$ cat config.mk
export PLATFORM = sky130hd
export DESIGN_NAME = shiftreg_sequencer_flat
export DESIGN_NICKNAME = d
export VERILOG_FILES = /design/src/rtl/shiftreg_ctrl_pkg.sv /design/src/rtl/shiftreg_sequencer_if.sv /design/src/rtl/shiftreg_shift_counter.sv /design/src/rtl/shiftreg_sequencer.sv /design/src/flat_wrapper.sv
export SDC_FILE = /design/constraint.sdc
export NUM_CORES = 1
export LEC_CHECK = 0
export CELL_PAD_IN_SITES_DETAIL_PLACEMENT = 1
export CELL_PAD_IN_SITES_GLOBAL_PLACEMENT = 2
export CORE_AREA = 2 2 61 63
export CTS_BUF_LIST = sky130_fd_sc_hd__clkbuf_4 sky130_fd_sc_hd__clkbuf_8
export DETAILED_ROUTE_END_ITERATION = 8
export DIE_AREA = 0 0 63 65
export HOLD_SLACK_MARGIN = 0.06
export PLACE_DENSITY_LB_ADDON = 0.3
export RECOVER_POWER = 100
export SLEW_MARGIN = 30
export SYNTH_ARGS = -nofsm -noshare
export SYNTH_HDL_FRONTEND = slang
export SYNTH_SLANG_ARGS = --single-unit
$ cat constraint.sdc
create_clock -name clock -period 3.8 [get_ports clock]
set_input_delay 0.57 -clock clock [delete_from_list [all_inputs] [get_ports clock]]
set_output_delay 0.57 -clock clock [all_outputs]
set_load 0.02 [all_outputs]
$ cat src/rtl/shiftreg_ctrl_pkg.sv
`default_nettype none
// ============================================================================
//  Module   : shiftreg_ctrl_pkg
//  Brief    : Shared state encoding and length clamp for the shift-register
//             sequencer.
//  Revision : 1.0
// ============================================================================
package shiftreg_ctrl_pkg;

    typedef enum logic [2:0] {
        IDLE  = 3'd0,
        LOAD  = 3'd1,
        SHIFT = 3'd2,
        CLEAR = 3'd3,
        DONE  = 3'd4
    } state_t;

    function automatic int unsigned clamp_len(input int unsigned len,
                                              input int unsigned max_len);
        return (len > max_len) ? max_len : len;
    endfunction

endpackage
`default_nettype wire

$ cat src/rtl/shiftreg_sequencer_if.sv
`default_nettype none
// ============================================================================
//  Module   : shiftreg_sequencer_if
//  Brief    : Command valid/ready channel into the shift-register sequencer.
//  Revision : 1.0
// ============================================================================
interface shiftreg_sequencer_if #(
    parameter int SHIFT_WIDTH = 8,
    parameter int CNT_W       = $clog2(SHIFT_WIDTH + 1)
) ();
    logic                   cmd_valid;
    logic                   cmd_ready;
    logic                   cmd_clr;
    logic [SHIFT_WIDTH-1:0] cmd_data;
    logic [CNT_W-1:0]       cmd_len;

    modport master (output cmd_valid, cmd_clr, cmd_data, cmd_len, input  cmd_ready);
    modport slave  (input  cmd_valid, cmd_clr, cmd_data, cmd_len, output cmd_ready);
endinterface
`default_nettype wire

$ cat src/rtl/shiftreg_shift_counter.sv
`default_nettype none
// ============================================================================
//  Module   : shiftreg_shift_counter
//  Brief    : Loadable down-counter tracking remaining shift cycles.
//  Revision : 1.0
// ============================================================================
module shiftreg_shift_counter #(
    parameter int CNT_W = 4
) (
    input  logic             clock,
    input  logic             aclr,
    input  logic             load,
    input  logic [CNT_W-1:0] load_value,
    input  logic             dec,
    output logic [CNT_W-1:0] count,
    output logic             is_last
);
    logic [CNT_W-1:0] r_count;

    // Saturates at zero so a stray decrement can never wrap.
    always_ff @(posedge clock or posedge aclr) begin
        if (aclr) begin
            r_count <= '0;
        end else if (load) begin
            r_count <= load_value;
        end else if (dec && (r_count != '0)) begin
            r_count <= r_count - CNT_W'(1);
        end
    end

    assign count   = r_count;
    assign is_last = (r_count == CNT_W'(1));
endmodule
`default_nettype wire

$ cat src/rtl/shiftreg_sequencer.sv
`default_nettype none
// ============================================================================
//  Module   : shiftreg_sequencer
//  Brief    : Accepts load/clear commands and strobes a shift register through
//             load, shift and clear sequences with a done pulse.
//  Revision : 1.0
// ============================================================================
module shiftreg_sequencer
    import shiftreg_ctrl_pkg::*;
#(
    parameter int SHIFT_WIDTH = 8,
    parameter int CNT_W       = $clog2(SHIFT_WIDTH + 1)
) (
    input  logic                   clock,
    input  logic                   aclr,
    shiftreg_sequencer_if.slave    cmd,
    input  logic                   abort,
    output logic [SHIFT_WIDTH-1:0] sr_data,
    output logic                   sr_load,
    output logic                   sr_enable,
    output logic                   sr_sclr,
    output logic                   busy,
    output logic                   done,
    output logic [CNT_W-1:0]       shifts_left
);
    state_t                 r_state;
    state_t                 w_next;
    logic [SHIFT_WIDTH-1:0] r_data;
    logic [CNT_W-1:0]       r_len;
    logic                   w_xfer;
    logic                   w_cnt_load;
    logic                   w_cnt_dec;
    logic [CNT_W-1:0]       w_count;
    logic                   w_is_last;

    assign w_xfer     = cmd.cmd_valid && (r_state == IDLE);
    assign w_cnt_load = (r_state == LOAD);
    assign w_cnt_dec  = (r_state == SHIFT);

    always_ff @(posedge clock or posedge aclr) begin
        if (aclr) begin
            r_state <= IDLE;
        end else begin
            r_state <= w_next;
        end
    end

    always_ff @(posedge clock or posedge aclr) begin
        if (aclr) begin
            r_data <= '0;
            r_len  <= '0;
        end else if (w_xfer) begin
            r_data <= cmd.cmd_data;
            r_len  <= CNT_W'(clamp_len(32'(cmd.cmd_len), SHIFT_WIDTH));
        end
    end

    shiftreg_shift_counter #(
        .CNT_W (CNT_W)
    ) u_counter (
        .clock      (clock),
        .aclr       (aclr),
        .load       (w_cnt_load),
        .load_value (r_len),
        .dec        (w_cnt_dec),
        .count      (w_count),
        .is_last    (w_is_last)
    );

    // Abort takes priority over the normal LOAD/SHIFT exits.
    always_comb begin
        w_next = r_state;
        case (r_state)
            IDLE:    if (cmd.cmd_valid) w_next = cmd.cmd_clr ? CLEAR : LOAD;
            LOAD:    if (abort) w_next = CLEAR;
                     else       w_next = (r_len == '0) ? DONE : SHIFT;
            SHIFT:   if (abort) w_next = CLEAR;
                     else if (w_is_last) w_next = DONE;
            CLEAR:   w_next = DONE;
            DONE:    w_next = IDLE;
            default: w_next = IDLE;
        endcase
    end

    always_comb begin
        sr_load     = 1'b0;
        sr_enable   = 1'b0;
        sr_sclr     = 1'b0;
        done        = 1'b0;
        shifts_left = '0;
        busy        = (r_state != IDLE);
        case (r_state)
            LOAD: begin
                sr_load   = 1'b1;
                sr_enable = 1'b1;
            end
            SHIFT: begin
                sr_enable   = 1'b1;
                shifts_left = w_count;
            end
            CLEAR:   sr_sclr = 1'b1;
            DONE:    done    = 1'b1;
            default: ;
        endcase
    end

    assign cmd.cmd_ready = (r_state == IDLE);
    assign sr_data       = r_data;
endmodule
`default_nettype wire

$ cat src/flat_wrapper.sv
// flat-port wrapper written by rule: the top's interface ports become plain ports
module shiftreg_sequencer_flat import shiftreg_ctrl_pkg::*;
#(
    parameter int SHIFT_WIDTH = 8,
    parameter int CNT_W       = $clog2(SHIFT_WIDTH + 1)
)
  (clock, aclr, abort, sr_data, sr_load, sr_enable, sr_sclr, busy, done, shifts_left, cmd_cmd_valid, cmd_cmd_clr, cmd_cmd_data, cmd_cmd_len, cmd_cmd_ready);
  shiftreg_sequencer_if #(.SHIFT_WIDTH(SHIFT_WIDTH), .CNT_W(CNT_W)) cmd_i ();
  input  logic clock;
  input  logic aclr;
  input  logic abort;
  output logic [SHIFT_WIDTH-1:0] sr_data;
  output logic sr_load;
  output logic sr_enable;
  output logic sr_sclr;
  output logic busy;
  output logic done;
  output logic [CNT_W-1:0] shifts_left;
  input wire logic [$bits(cmd_i.cmd_valid)-1:0] cmd_cmd_valid;
  input wire logic [$bits(cmd_i.cmd_clr)-1:0] cmd_cmd_clr;
  input wire logic [$bits(cmd_i.cmd_data)-1:0] cmd_cmd_data;
  input wire logic [$bits(cmd_i.cmd_len)-1:0] cmd_cmd_len;
  output wire logic [$bits(cmd_i.cmd_ready)-1:0] cmd_cmd_ready;
  assign cmd_i.cmd_valid = cmd_cmd_valid;
  assign cmd_i.cmd_clr = cmd_cmd_clr;
  assign cmd_i.cmd_data = cmd_cmd_data;
  assign cmd_i.cmd_len = cmd_cmd_len;
  assign cmd_cmd_ready = cmd_i.cmd_ready;
  shiftreg_sequencer #(.SHIFT_WIDTH(SHIFT_WIDTH), .CNT_W(CNT_W)) u_core (.clock(clock), .aclr(aclr), .cmd(cmd_i), .abort(abort), .sr_data(sr_data), .sr_load(sr_load), .sr_enable(sr_enable), .sr_sclr(sr_sclr), .busy(busy), .done(done), .shifts_left(shifts_left));
endmodule
Word level (Yosys, flattened, before mapping)
Index checks and enable logic that the tools add are counted.

Register bits: 19. Bits of input ports: 17. Output and inout port bits: 18. Word-level logic and storage cells: 37.

Add/sub/neg operators: 1. Magnitude comparators: 1. Equal/unequal tests: 7. Multiplexer cells: 15. Reduce and logical (&&, ||, !) cells: 9.

Operators with widths (number): 2-to-1 mux 4 bit (4); 2-to-1 mux 3 bit (5); one-hot mux 3 bit (4 select lines) (1); equality test 3 x 2 -> 1 bit, second input constant (2); equality test 4 x 1 -> 1 bit, second input constant (1); greater-than comparator 4 bit, second input constant (1); zero test 4 bit (1); 2-to-1 mux 1 bit (4); nonzero test 4 bit (1); subtractor 4 x 1 -> 4 bit, second input constant (1); equality test 3 x 1 -> 1 bit, second input constant (1); equality test 3 bit, second input constant (1); zero test 3 bit (1); inequality test 3 x 2 -> 1 bit, second input constant (1); nonzero test 3 bit (1); logical AND 1 bit (2); 2-to-1 mux 2 bit (1); inequality test 2 bit, second input constant (1); AND reduction 2 bit (1); nonzero test 2 bit (1); OR reduction 2 bit (1).

Logic depth before layout (Yosys ltp)
Word-level depth: 4. Gate-level depth with buffers: 6. Mapped depth without buffers: 6.

Hierarchy
From an unflattened synthesis, not the netlist that was laid out.

Cell total of the unflattened synthesis: 95. Area, all modules: 1043.5 µm².

Modules (own cells, without submodules): shiftreg_sequencer (instances 1, cells each 65, area an instance 757.0 µm², seq. area each 375.4 µm²); shiftreg_shift_counter (instances 1, cells each 30, area an instance 286.5 µm², seq. area each 100.1 µm²).

Worst setup path after synthesis
Ideal clock, no wire load.

Path type: flip-flop to output port. Start: reg u_core.r_state[1]. End: out sr_enable. Arrival: 1.417 ns. Required time: 3.230 ns. Slack: 1.813 ns. Cell stages (with the launch flop): 4. Path through: dfrtp_1 clkbuf_1 nor3_2 or2_2.

Word-level cells in the longest chain between the ends: 3. Elaborated cells between the ends (all ways): 4. Those cells by class: eq/ne: 2; mux: 1; reduce/logical: 1.

RTL lines: from (decl) (line shiftreg_sequencer.sv:26) `state_t r_state;`; from (signal assigned) (line shiftreg_sequencer.sv:44) `r_state <= w_next;`; equality test 3 x 1 -> 1 bit or equality test 3 x 2 -> 1 bit (tied branches) (line shiftreg_sequencer.sv:92) `case (r_state)`; OR reduction 2 bit (no source line) (*); 2-to-1 mux 1 bit (*) (line shiftreg_sequencer.sv:92); to (decl) (line flat_wrapper.sv:14) `output logic sr_enable;`.

Every way passes the cells marked *; elsewhere a longest branch is shown, timed or not.

Worst setup path in the final report
Start: reg u_core.r_state[0]. End: out sr_enable.

The elaborated chain is that of the path after synthesis.

==> results.py <==
metrics = {
    "floorplan": {
        "ios": 35,
        "initial_core_util": 0.288,
        "dieHeight_um": 65,
        "die_area_mm2": 0.00410,
        "coreArea_mm2": 0.00350,
        "num_rows": 22,
        "die_width_um": 63,
    },
    "detailed_routing": {
        "drt_wl_total_um": 2270,
        "ant_nets": 0,
        "wl_per_cell_um": 12.8,
        "viasPerCell": 4.57,
        "dr.pass1.iters": 2,
        "first_iter_violations": 22,
        "drc": 0,
        "vias": 809,
    },
    "hold_path": {
        "holdPathStages": 1,
        "hp-class": "reg -> reg",
        "hp-start": "u_core.sr_data[1]",
    },
    "layout": {
        "final_area_mm2": 0.00139,
        "final_nets": 149,
        "diodes": 0,
        "drive_gt1_frac": 0.0698,
        "final_cell_count_no_fill": 177,
        "final_cell_mix": "dlygate4sd3_1 (19), dfrtp_1 (19), clkdlybuf4s50_1 (15)",
        "num-fill-cells": 407,
        "fin_util": 0.398,
        "synthToLayoutAreaGrowth_pct": 38.3,
    },
    "clock_tree": {
        "htree_levels": 1,
        "cts_resized": 0,
        "post-cts-setup-buffers": 0,
        "cts_tree": "done",
        "cts_buffers": 3,
        "root_buffer": "clkbuf_4",
        "cts_sinks": 19,
        "hold_buffers": 0,
        "cts_buffer_depth": 2,
        "clock_latency_ns": 0.29,
        "clk_pin_slew_ns": 0.10,
    },
    "sta": {
        "hold-worst-slack_ns": 0.499,
        "rsz0062_at_grt": "false",
        "max_freq_mhz": 329,
        "hold_viol_final": 0,
        "fin_worst_skew_ns": 0.00227,
        "tns_ns": 0,
        "relSlewSlack": 0.443,
        "drv_slew": 0,
        "timing.final.crit_period_ns": 3.04,
        "setup_ws_ns": 0.757,
        "finalCritPeriodShare": 0.801,
        "tightestPinTransition_ns": 0.830,
        "finalSetupViolCount": 0,
    },
    "placement": {
        "post_dp_cell_area_mm2": 0.00139,
        "io_buffers": 34,
        "place.gp.congestion": 0.734,
        "hpwl_um": 1770,
        "dp_cells": 173,
        "pre_cts_slack_ns": 1.36,
    },
    "grt": {
        "grt_pass1_wl_um": 3880,
        "track_usage": 0.122,
        "grt_max_degree": 20,
        "grt_pass1_vias": 878,
        "grt_overflow": 0,
        "antenna_found_initial": 0,
    },
    "yosys": {
        "synthXorXnorAreaFrac": 0.00871,
        "yosys.area_share.simple": 0.226,
        "ys_seq_elements": 19,
        "synth_cell_types": 36,
        "synth-compound-area-share": 0.0883,
        "avgSynthCellArea_um2": 10.6,
        "synth_top_family_by_area": "simple AND/OR/NAND/NOR gates",
        "ys_warn_count": 0,
        "synth-adder-area-share": 0.0249,
        "synth.mux.area_fraction": 0.132,
        "syn_inst": 95,
        "syn_area_mm2": 0.00101,
        "ys_seq_area_frac": 0.473,
        "syn-num-nets": 114,
    },
    "setup_path": {
        "end_kind": "primary output",
        "slowest_delay_ns": 0.66,
        "reg2reg_from": "u_core.r_state[1]",
        "setup.worst_path.class": "reg -> out",
        "crit_path_cell_trace": "inv_2 -> nor3_1 -> or2_2 -> dlygate4sd3_1",
        "worstPathArrival_ns": 2.47,
        "critPathMaxFanout": 9,
        "worstSetupStartpoint": "u_core.r_state[0]",
        "critPathLaunchType": "flop",
        "slowest_stage": "dlygate4sd3_1",
        "worst-r2r-cell-count": 4,
        "critical_path_required_ns": 3.23,
    },
    "job": {
        "cap_violations": 0,
    },
    "power": {
        "vdd_drop_max_mv": 0.296,
        "p_per_area_mw_per_mm2": 804,
        "power.leakage_nw": 0.598,
        "finalPower_mw": 1.12,
    },
    "status": {
        "outcome": "complete, no violations",
    },
}
-- cells by family (layout without fill, tap and decap cells) --
group	Yosys count	count (layout)
fa+ha+maj	2	2
mux	12	12
compound gates	14	14
xor+xnor	1	1
flops	19	19
simple gates	36	36
buf+inv	11	45
-- area by class of cell --
cell class              instances  area, um^2  share of cell area
repair buffers                 34         340               0.245
inverters                       7        26.3              0.0189
multi-input cells              65         459               0.330
well taps                      48        60.1              0.0432
clock buffers                   4        30.0              0.0216
flip-flops and latches         19         475               0.342
-- state kept, by name (all words and copies together), names as in the netlist --
signal / count
u_core.u_counter.count: 4
u_core.r_state: 3
u_core.sr_data: 8
u_core.r_len: 4
-- path summary, 6_finish.rpt --
check,end,slack (ns)
min reg2reg,u_core.sr_data[1],0.50
max in group asynchronous,u_core.sr_data[6],2.52
min,u_core.sr_data[1],0.50
max,sr_enable,0.76
max reg2reg,u_core.u_counter.count[1],1.95
min in group asynchronous,u_core.u_counter.count[2],0.82
-- power by group --
part | switching [mW] | total [mW] | leakage, nW | internal (mW)
Combinational | 0.311 | 0.607 | 0.349 | 0.296
Sequential | 0.100 | 0.403 | 0.231 | 0.303
Clock | 0.0609 | 0.109 | 0.0184 | 0.0480
Total | 0.472 | 1.12 | 0.598 | 0.647
-- per-layer routing --
metal  wire length [um]  GRT usage  up-vias
met3                130     0.0365        4
met5                  0          0        -
met2               1120      0.215       26
met4                 48     0.0667        0
met1                976      0.132      384
li1                   -          -      395
-- cells in the mapped netlist (all sizes together) --
master / count / area share
mux2i: 2 / 0.020
a31oi: 2 / 0.012
o21ai: 6 / 0.034
a2bb2oi: 2 / 0.017
clkbuf: 1 / 0.0037
xnor2: 1 / 0.0087
or3: 1 / 0.0062
dfrtp: 19 / 0.47
a21oi: 2 / 0.010
buf: 3 / 0.017
inv: 7 / 0.026
mux2: 10 / 0.11
or4b: 1 / 0.010
a22oi: 1 / 0.0075
ha: 2 / 0.025
nor3b: 3 / 0.027
nand2: 8 / 0.032
and2: 5 / 0.031
or2: 1 / 0.0062
nor4b: 1 / 0.0087
o21a: 1 / 0.0075
nor2b: 1 / 0.0062
nor4: 1 / 0.012
or4: 1 / 0.0075
nor2: 6 / 0.022
nor3: 3 / 0.031
nand2b: 4 / 0.025
-- worst max-delay path: cells and delay by family, from the launching register on --
family | cells | cell delay [ns]
flip-flops | 1 | 0.53
AND/OR/NAND/NOR | 2 | 0.87
buffers and inverters | 2 | 0.77
Note: power is estimated with default switching activity, not from simulation.
